## src/rtl/spi_target_pkg.sv

```systemverilog
// Shared types and constants for the SPI register-access target.
// Build option: define SPI_TARGET_AUTOINC_EN to enable address auto-increment bursts.
package spi_target_pkg;

  localparam int ADDR_W = 7;
  localparam int DATA_W = 8;

  // Command byte layout: bit7 selects read(1)/write(0), bits6:0 carry the address
  localparam int CMD_RW_BIT   = 7;
  localparam int CMD_ADDR_MSB = 6;
  localparam int CMD_ADDR_LSB = 0;

  // Byte shifted out on miso for read bytes that have no backing register access
  localparam logic [DATA_W-1:0] FILLER_BYTE = 8'hFF;

  typedef enum logic [1:0] {
    IDLE  = 2'd0,
    CMD   = 2'd1,
    WDATA = 2'd2,
    RDATA = 2'd3
  } state_t;

  // Burst address step, wrapping 7'h7F -> 7'h00
  function automatic logic [ADDR_W-1:0] next_addr(input logic [ADDR_W-1:0] addr);
    return addr + 7'd1;
  endfunction

endpackage

```

## src/rtl/spi_sync_edge.sv

```systemverilog
// Multi-flop synchronizer for an asynchronous pin with single-cycle
// rise/fall pulses derived from the synchronized level.
module spi_sync_edge #(
  parameter int   STAGES     = 2,
  parameter logic IDLE_LEVEL = 1'b0
) (
  input  logic clk,
  input  logic rst_n,
  input  logic din,
  output logic rise,
  output logic fall
);

  logic [STAGES-1:0] sync_reg;
  logic              prev_reg;
  logic              level;

  genvar gi;
  generate
    for (gi = 0; gi < STAGES; gi = gi + 1) begin : g_stage
      if (gi == 0) begin : g_first
        // First stage samples the raw asynchronous pin
        always_ff @(posedge clk or negedge rst_n) begin
          if (!rst_n) sync_reg[0] <= IDLE_LEVEL;
          else        sync_reg[0] <= din;
        end
      end else begin : g_next
        // Later stages give metastability time to resolve
        always_ff @(posedge clk or negedge rst_n) begin
          if (!rst_n) sync_reg[gi] <= IDLE_LEVEL;
          else        sync_reg[gi] <= sync_reg[gi-1];
        end
      end
    end
  endgenerate

  assign level = sync_reg[STAGES-1];

  // Previous synchronized level for edge detection
  always_ff @(posedge clk or negedge rst_n) begin
    if (!rst_n) prev_reg <= IDLE_LEVEL;
    else        prev_reg <= level;
  end

  assign rise = level & ~prev_reg;
  assign fall = ~level & prev_reg;

endmodule

```

## src/rtl/spi_target.sv

```systemverilog
// SPI mode-0 target bridging a serial controller onto a simple register bus.
// First byte of a frame is the command (read/write + 7-bit address), the next
// byte carries data. Build option SPI_TARGET_AUTOINC_EN continues the burst on
// following bytes with an incrementing address; without it those bytes are
// ignored and reads return 8'hFF.
module spi_target
  import spi_target_pkg::*;
#(
  parameter int SYNC_STAGES = 2
) (
  input  logic              clk,
  input  logic              rst_n,
  input  logic              sck,
  input  logic              cs_n,
  input  logic              mosi,
  output logic              miso,
  output logic              miso_oe,
  output logic              wr_en,
  output logic [ADDR_W-1:0] wr_addr,
  output logic [DATA_W-1:0] wr_data,
  output logic              rd_req,
  output logic [ADDR_W-1:0] rd_addr,
  input  logic [DATA_W-1:0] rd_data,
  output logic              busy,
  output logic              frame_err
);

`ifdef SPI_TARGET_AUTOINC_EN
  localparam bit AUTOINC = 1'b1;
`else
  localparam bit AUTOINC = 1'b0;
`endif

  // A cs_n fall seen before the synchronizer has flushed its reset value
  // reflects a line that was already low during reset, not a new frame.
  localparam int             SETTLE     = SYNC_STAGES + 1;
  localparam int             SW         = $clog2(SETTLE + 1);
  localparam logic [SW-1:0]  SETTLE_CNT = SW'(SETTLE);

  logic sck_rise, sck_fall, cs_rise, cs_fall;
  logic [SYNC_STAGES-1:0] mosi_sync_reg;
  logic mosi_s;

  state_t              state_reg;
  logic [2:0]          bit_cnt_reg;
  logic [DATA_W-1:0]   rx_reg;
  logic [DATA_W-1:0]   tx_reg;
  logic [ADDR_W-1:0]   addr_reg;
  logic                first_reg;
  logic                rd_wait_reg;
  logic [SW-1:0]       settle_cnt_reg;
  logic [DATA_W-1:0]   rx_byte;
  logic                burst_ok;
  logic                settled;

  spi_sync_edge #(.STAGES(SYNC_STAGES), .IDLE_LEVEL(1'b0)) u_sck_sync (
    .clk(clk), .rst_n(rst_n), .din(sck), .rise(sck_rise), .fall(sck_fall)
  );

  spi_sync_edge #(.STAGES(SYNC_STAGES), .IDLE_LEVEL(1'b1)) u_cs_sync (
    .clk(clk), .rst_n(rst_n), .din(cs_n), .rise(cs_rise), .fall(cs_fall)
  );

  genvar gi;
  generate
    for (gi = 0; gi < SYNC_STAGES; gi = gi + 1) begin : g_mosi
      if (gi == 0) begin : g_first
        // mosi only needs the level, delayed to stay aligned with sck
        always_ff @(posedge clk or negedge rst_n) begin
          if (!rst_n) mosi_sync_reg[0] <= 1'b0;
          else        mosi_sync_reg[0] <= mosi;
        end
      end else begin : g_next
        // Remaining mosi synchronizer stages
        always_ff @(posedge clk or negedge rst_n) begin
          if (!rst_n) mosi_sync_reg[gi] <= 1'b0;
          else        mosi_sync_reg[gi] <= mosi_sync_reg[gi-1];
        end
      end
    end
  endgenerate

  assign mosi_s   = mosi_sync_reg[SYNC_STAGES-1];
  assign rx_byte  = {rx_reg[DATA_W-2:0], mosi_s};
  assign burst_ok = first_reg | AUTOINC;
  assign settled  = (settle_cnt_reg == SETTLE_CNT);

  // Frame FSM: bit shifting, command decode, bus strobes and miso drive
  always_ff @(posedge clk or negedge rst_n) begin
    if (!rst_n) begin
      state_reg      <= IDLE;
      bit_cnt_reg    <= 3'd0;
      rx_reg         <= '0;
      tx_reg         <= '0;
      addr_reg       <= '0;
      first_reg      <= 1'b0;
      rd_wait_reg    <= 1'b0;
      settle_cnt_reg <= '0;
      miso           <= 1'b0;
      miso_oe        <= 1'b0;
      wr_en          <= 1'b0;
      wr_addr        <= '0;
      wr_data        <= '0;
      rd_req         <= 1'b0;
      rd_addr        <= '0;
      busy           <= 1'b0;
      frame_err      <= 1'b0;
    end else begin
      wr_en       <= 1'b0;
      rd_req      <= 1'b0;
      frame_err   <= 1'b0;
      rd_wait_reg <= rd_req;
      if (!settled) settle_cnt_reg <= settle_cnt_reg + SW'(1);

      if (cs_fall)      miso_oe <= 1'b1;
      else if (cs_rise) miso_oe <= 1'b0;

      if (state_reg == IDLE) begin
        bit_cnt_reg <= 3'd0;
        busy        <= 1'b0;
        miso        <= 1'b0;
        if (cs_fall && settled) begin
          state_reg <= CMD;
          busy      <= 1'b1;
        end
      end else if (cs_rise) begin
        // cs_n rise wins over any sck edge in the same cycle
        state_reg   <= IDLE;
        bit_cnt_reg <= 3'd0;
        busy        <= 1'b0;
        miso        <= 1'b0;
        rd_wait_reg <= 1'b0;
        frame_err   <= (bit_cnt_reg != 3'd0);
      end else begin
        if (sck_rise) begin
          rx_reg      <= rx_byte;
          bit_cnt_reg <= bit_cnt_reg + 3'd1;
          if (bit_cnt_reg == 3'd7) begin
            case (state_reg)
              CMD: begin
                addr_reg  <= rx_byte[CMD_ADDR_MSB:CMD_ADDR_LSB];
                first_reg <= 1'b1;
                if (rx_byte[CMD_RW_BIT]) begin
                  state_reg <= RDATA;
                  rd_req    <= 1'b1;
                  rd_addr   <= rx_byte[CMD_ADDR_MSB:CMD_ADDR_LSB];
                end else begin
                  state_reg <= WDATA;
                end
              end
              WDATA: begin
                first_reg <= 1'b0;
                addr_reg  <= next_addr(addr_reg);
                if (burst_ok) begin
                  wr_en   <= 1'b1;
                  wr_addr <= addr_reg;
                  wr_data <= rx_byte;
                end
              end
              RDATA: begin
                first_reg <= 1'b0;
                addr_reg  <= next_addr(addr_reg);
                if (AUTOINC) begin
                  rd_req  <= 1'b1;
                  rd_addr <= next_addr(addr_reg);
                end else begin
                  tx_reg <= FILLER_BYTE;
                  miso   <= 1'b1;
                end
              end
              default: ;
            endcase
          end
        end

        // Mid-byte falling edges shift out the next bit; the byte-boundary
        // fall is skipped because the next byte is loaded by the capture below
        if (sck_fall && state_reg == RDATA && bit_cnt_reg != 3'd0) begin
          miso   <= tx_reg[DATA_W-2];
          tx_reg <= {tx_reg[DATA_W-2:0], 1'b1};
        end

        // Register data arrives the cycle after the request is seen
        if (rd_wait_reg && state_reg == RDATA) begin
          tx_reg <= rd_data;
          miso   <= rd_data[DATA_W-1];
        end
      end
    end
  end

endmodule

```

## config.mk

```make
export PLATFORM = sky130hd
export DESIGN_NAME = spi_target
export DESIGN_NICKNAME = d
export VERILOG_FILES = /design/src/rtl/spi_target_pkg.sv /design/src/rtl/spi_sync_edge.sv /design/src/rtl/spi_target.sv
export SDC_FILE = /design/constraint.sdc
export NUM_CORES = 1
export LEC_CHECK = 0
export BUFFER_PORTS_ARGS = -buffer_cell sky130_fd_sc_hd__buf_2
export CAP_MARGIN = 20
export CORE_MARGIN = 2
export CORE_UTILIZATION = 56
export DETAILED_ROUTE_END_ITERATION = 8
export GPL_TIMING_DRIVEN = 0
export PLACE_DENSITY = 0.78
export SLEW_MARGIN = 15
export SYNTH_ARGS = -nofsm -noshare
export SYNTH_HDL_FRONTEND = slang
export SYNTH_SLANG_ARGS = --single-unit
```

## constraint.sdc

```tcl
create_clock -name clk -period 3 [get_ports clk]
set_clock_uncertainty 0.15 [all_clocks]
set_input_delay 0.3 -clock clk [delete_from_list [all_inputs] [get_ports clk]]
set_output_delay 0.3 -clock clk [all_outputs]
set_load 0.01 [all_outputs]
```

==> impl_metrics.ini <==
[layout]
largest_reg_flops = 8
layout_commonest_cell = dfrtp_1
area_delta_synth_final_pct = 19.97
finalNetCount = 301
final_cell_count_no_fill = 353
drive_gt1_share_pct = 34.62
diodes = 0
largest-register = wr_data
fin_util_pct = 70.20
layout_common_cells = 63 x dfrtp_1, 41 x buf_2, 26 x mux2_2, 14 x nor2_1

[clocking]
clock_latency_ns = 0.33
clk_pin_slew_ns = 0.07
cts_tree = done
cts_buffers = 9
htree_levels = 3
clockBufferDepth = 2
root_buffer = clkbuf_8
clkSinkCount = 66

[sta]
fmax_mhz = 378.9
tightest_slew_ns = 0.6640
final.min_clock_period_ns = 2.639
finalHoldViolations = 0
setup_tns_ns = 0
drv_slew = 0
relSlewSlack_pct = 55.57
setup_ws_ns = 0.3611
grt_setup_unrepaired = false
holdWs_ns = 0.07872
finalCritPeriodShare_pct = 87.96
setup_viol = 0

[global_routing]
grt_usage_pct = 20.73
grt_pass1_vias = 1827
grt-ovfl-total = 0
grt_start_max_net_pins = 41
grt_pass1_wl_mm = 8.383
antenna_found_initial = 0

[synth]
synth_flop_cell = dfrtp_1
synth.avg_cell_area_um2 = 12.67
seq_area_frac_synth_pct = 59.12
async_flop_share_pct = 100.0
synth_top_area_share_pct = 56.30
ys_types = 36
synthesis.area_um2 = 2800
synth_top_area_cell = dfrtp_1
synth_seq_cells = 66
synth_edf_count = 0
synth_cells = 221
synth_warnings = 0
synth.area.top_cells = dfrtp_1 56%, mux2_2 10%, mux2_4 3.2%, ha_1 3.1%, dfstp_2 2.8%
syn-num-nets = 241

[critical_path]
r2r_start = u_cs_sync.prev_reg
startpoint = u_cs_sync.prev_reg
rr_worst_depth = 6
cp_max_fo = 10
rr_endpoint = rd_addr[1]
critPathCaptureType = register
r2r_setup_slack_ns = 0.36
crit_required_ns = 3.07
critical_path_class = reg2reg
critPathLaunchType = register
arrival_ns = 2.71

[route]
postRouteAntennaNets = 0
first_iter_violations = 91
via_per_inst = 5.266
routed_wl_mm = 5.122
drc_errors = 0
dr_total_vias = 1859
wire_per_inst_um = 14.51
firstDrtPassIters = 4

[die]
std_cell_rows = 25
start_util_pct = 58.51
io-pin-count = 41
core_um2 = 4786
die_h_um = 74.72
die_x_um = 74.72
fp.dieArea_um2 = 5582

[place]
io_buffers = 40
dp_hpwl_mm = 3.431
dpl_worst_slack_ns = 0.2334
dp_cells = 329
gp_congestion = 0.7362

[min_path]
hp-class = in2reg
hold-path-endpoint = tx_reg[0]
min_path_cells = 3
hp-start = rd_data[0]

[flow_run]
cap_violations = 0

[outcome]
status = finished clean

[power_and_ir_drop]
powerDensity_nw_per_um2 = 544.0
peakVddDrop_mv = 0.3378
power_leakage_nw = 1.712
## cell usage after synthesis, types with 2 or more instances
cell type	instances
a21oi_1	12
a31oi_1	5
a32o_1	2
and2_1	2
and3_1	4
and3b_1	2
buf_2	2
clkbuf_1	5
dfrtp_1	63
dfstp_2	3
ha_1	7
inv_1	10
mux2_2	26
mux2_4	6
mux2i_1	4
nand2_1	11
nand3_1	2
nand4_1	2
nand4b_1	2
nor2_1	14
nor2b_1	3
nor3_1	3
o21ai_0	9
o22a_1	3
o22ai_1	2
o32a_1	6
xnor2_1	2
## area by class of cell
cell class	count	area, um2
sequential	66	1655
fill	368	1426
multi-input combinational	136	1060
timing repair buffer	49	292.8
clock buffer	14	172.7
tap	67	83.83
buffer	9	47.55
inverter	10	37.54
clock inverter	2	10.01
## power breakdown
| part | leakage [nW] | total, mW | internal, mW | switching [mW] |
|---|---|---|---|---|
| logic | 0.739 | 0.162 | 0.0764 | 0.0858 |
| registers | 0.876 | 0.990 | 0.942 | 0.0483 |
| clock network | 0.0965 | 0.675 | 0.366 | 0.310 |
## cells by family after synthesis
group / Yosys count / share of synthesized area [%]
muxes: 36 / 15.10
AOI/OAI and AO/OA: 42 / 9.875
adders and majority gates: 7 / 3.128
DFF: 66 / 59.12
buffers and inverters: 19 / 3.039
xor gates and xnor gates: 2 / 0.6257
and+or+nand+nor: 49 / 9.115
## timing repair
action / 4_1_cts / 5_1_grt
endpoints found under the setup margin: 0 / 5
hold endpoints to repair: 26 / 0
setup buffers: 0 / 4
hold buffers: 4 / 0
gates resized for setup: 0 / 0
## worst max-delay path, cell delays in order (launching register included)
cell	delay, ns
dfstp_2	0.53
inv_1	0.04
ha_1	0.27
nor4bb_1	0.35
buf_2	0.28
nand4b_1	0.45
mux2_2	0.45
## worst max path at each step
stage                       endpoint  slack, ns
after detailed placement  wr_addr[2]       0.23
after global routing      rd_addr[1]       0.18
after global placement    wr_addr[5]       0.23
after floorplan            tx_reg[1]       0.70
final                     rd_addr[1]       0.36
after CTS                 wr_addr[2]       0.22
## per-layer routing
metal / wire (um) / vias to the layer above / global-route usage, %
met2: 2304 / 37 / 30.48
met3: 211 / 9 / 4.819
met4: 90 / 0 / 10.71
met1: 2515 / 901 / 29.05
met5: 0 / - / 0
li1: - / 912 / -
## stage by stage
step	cell area [um2]	power, mW
finish	3359	1.828
global route	3359	1.908
CTS	3329	1.843
detailed placement	3107	1.164
global placement	3084	1.155
floorplan	2800	1.095
(Power assumes the default switching activity.)
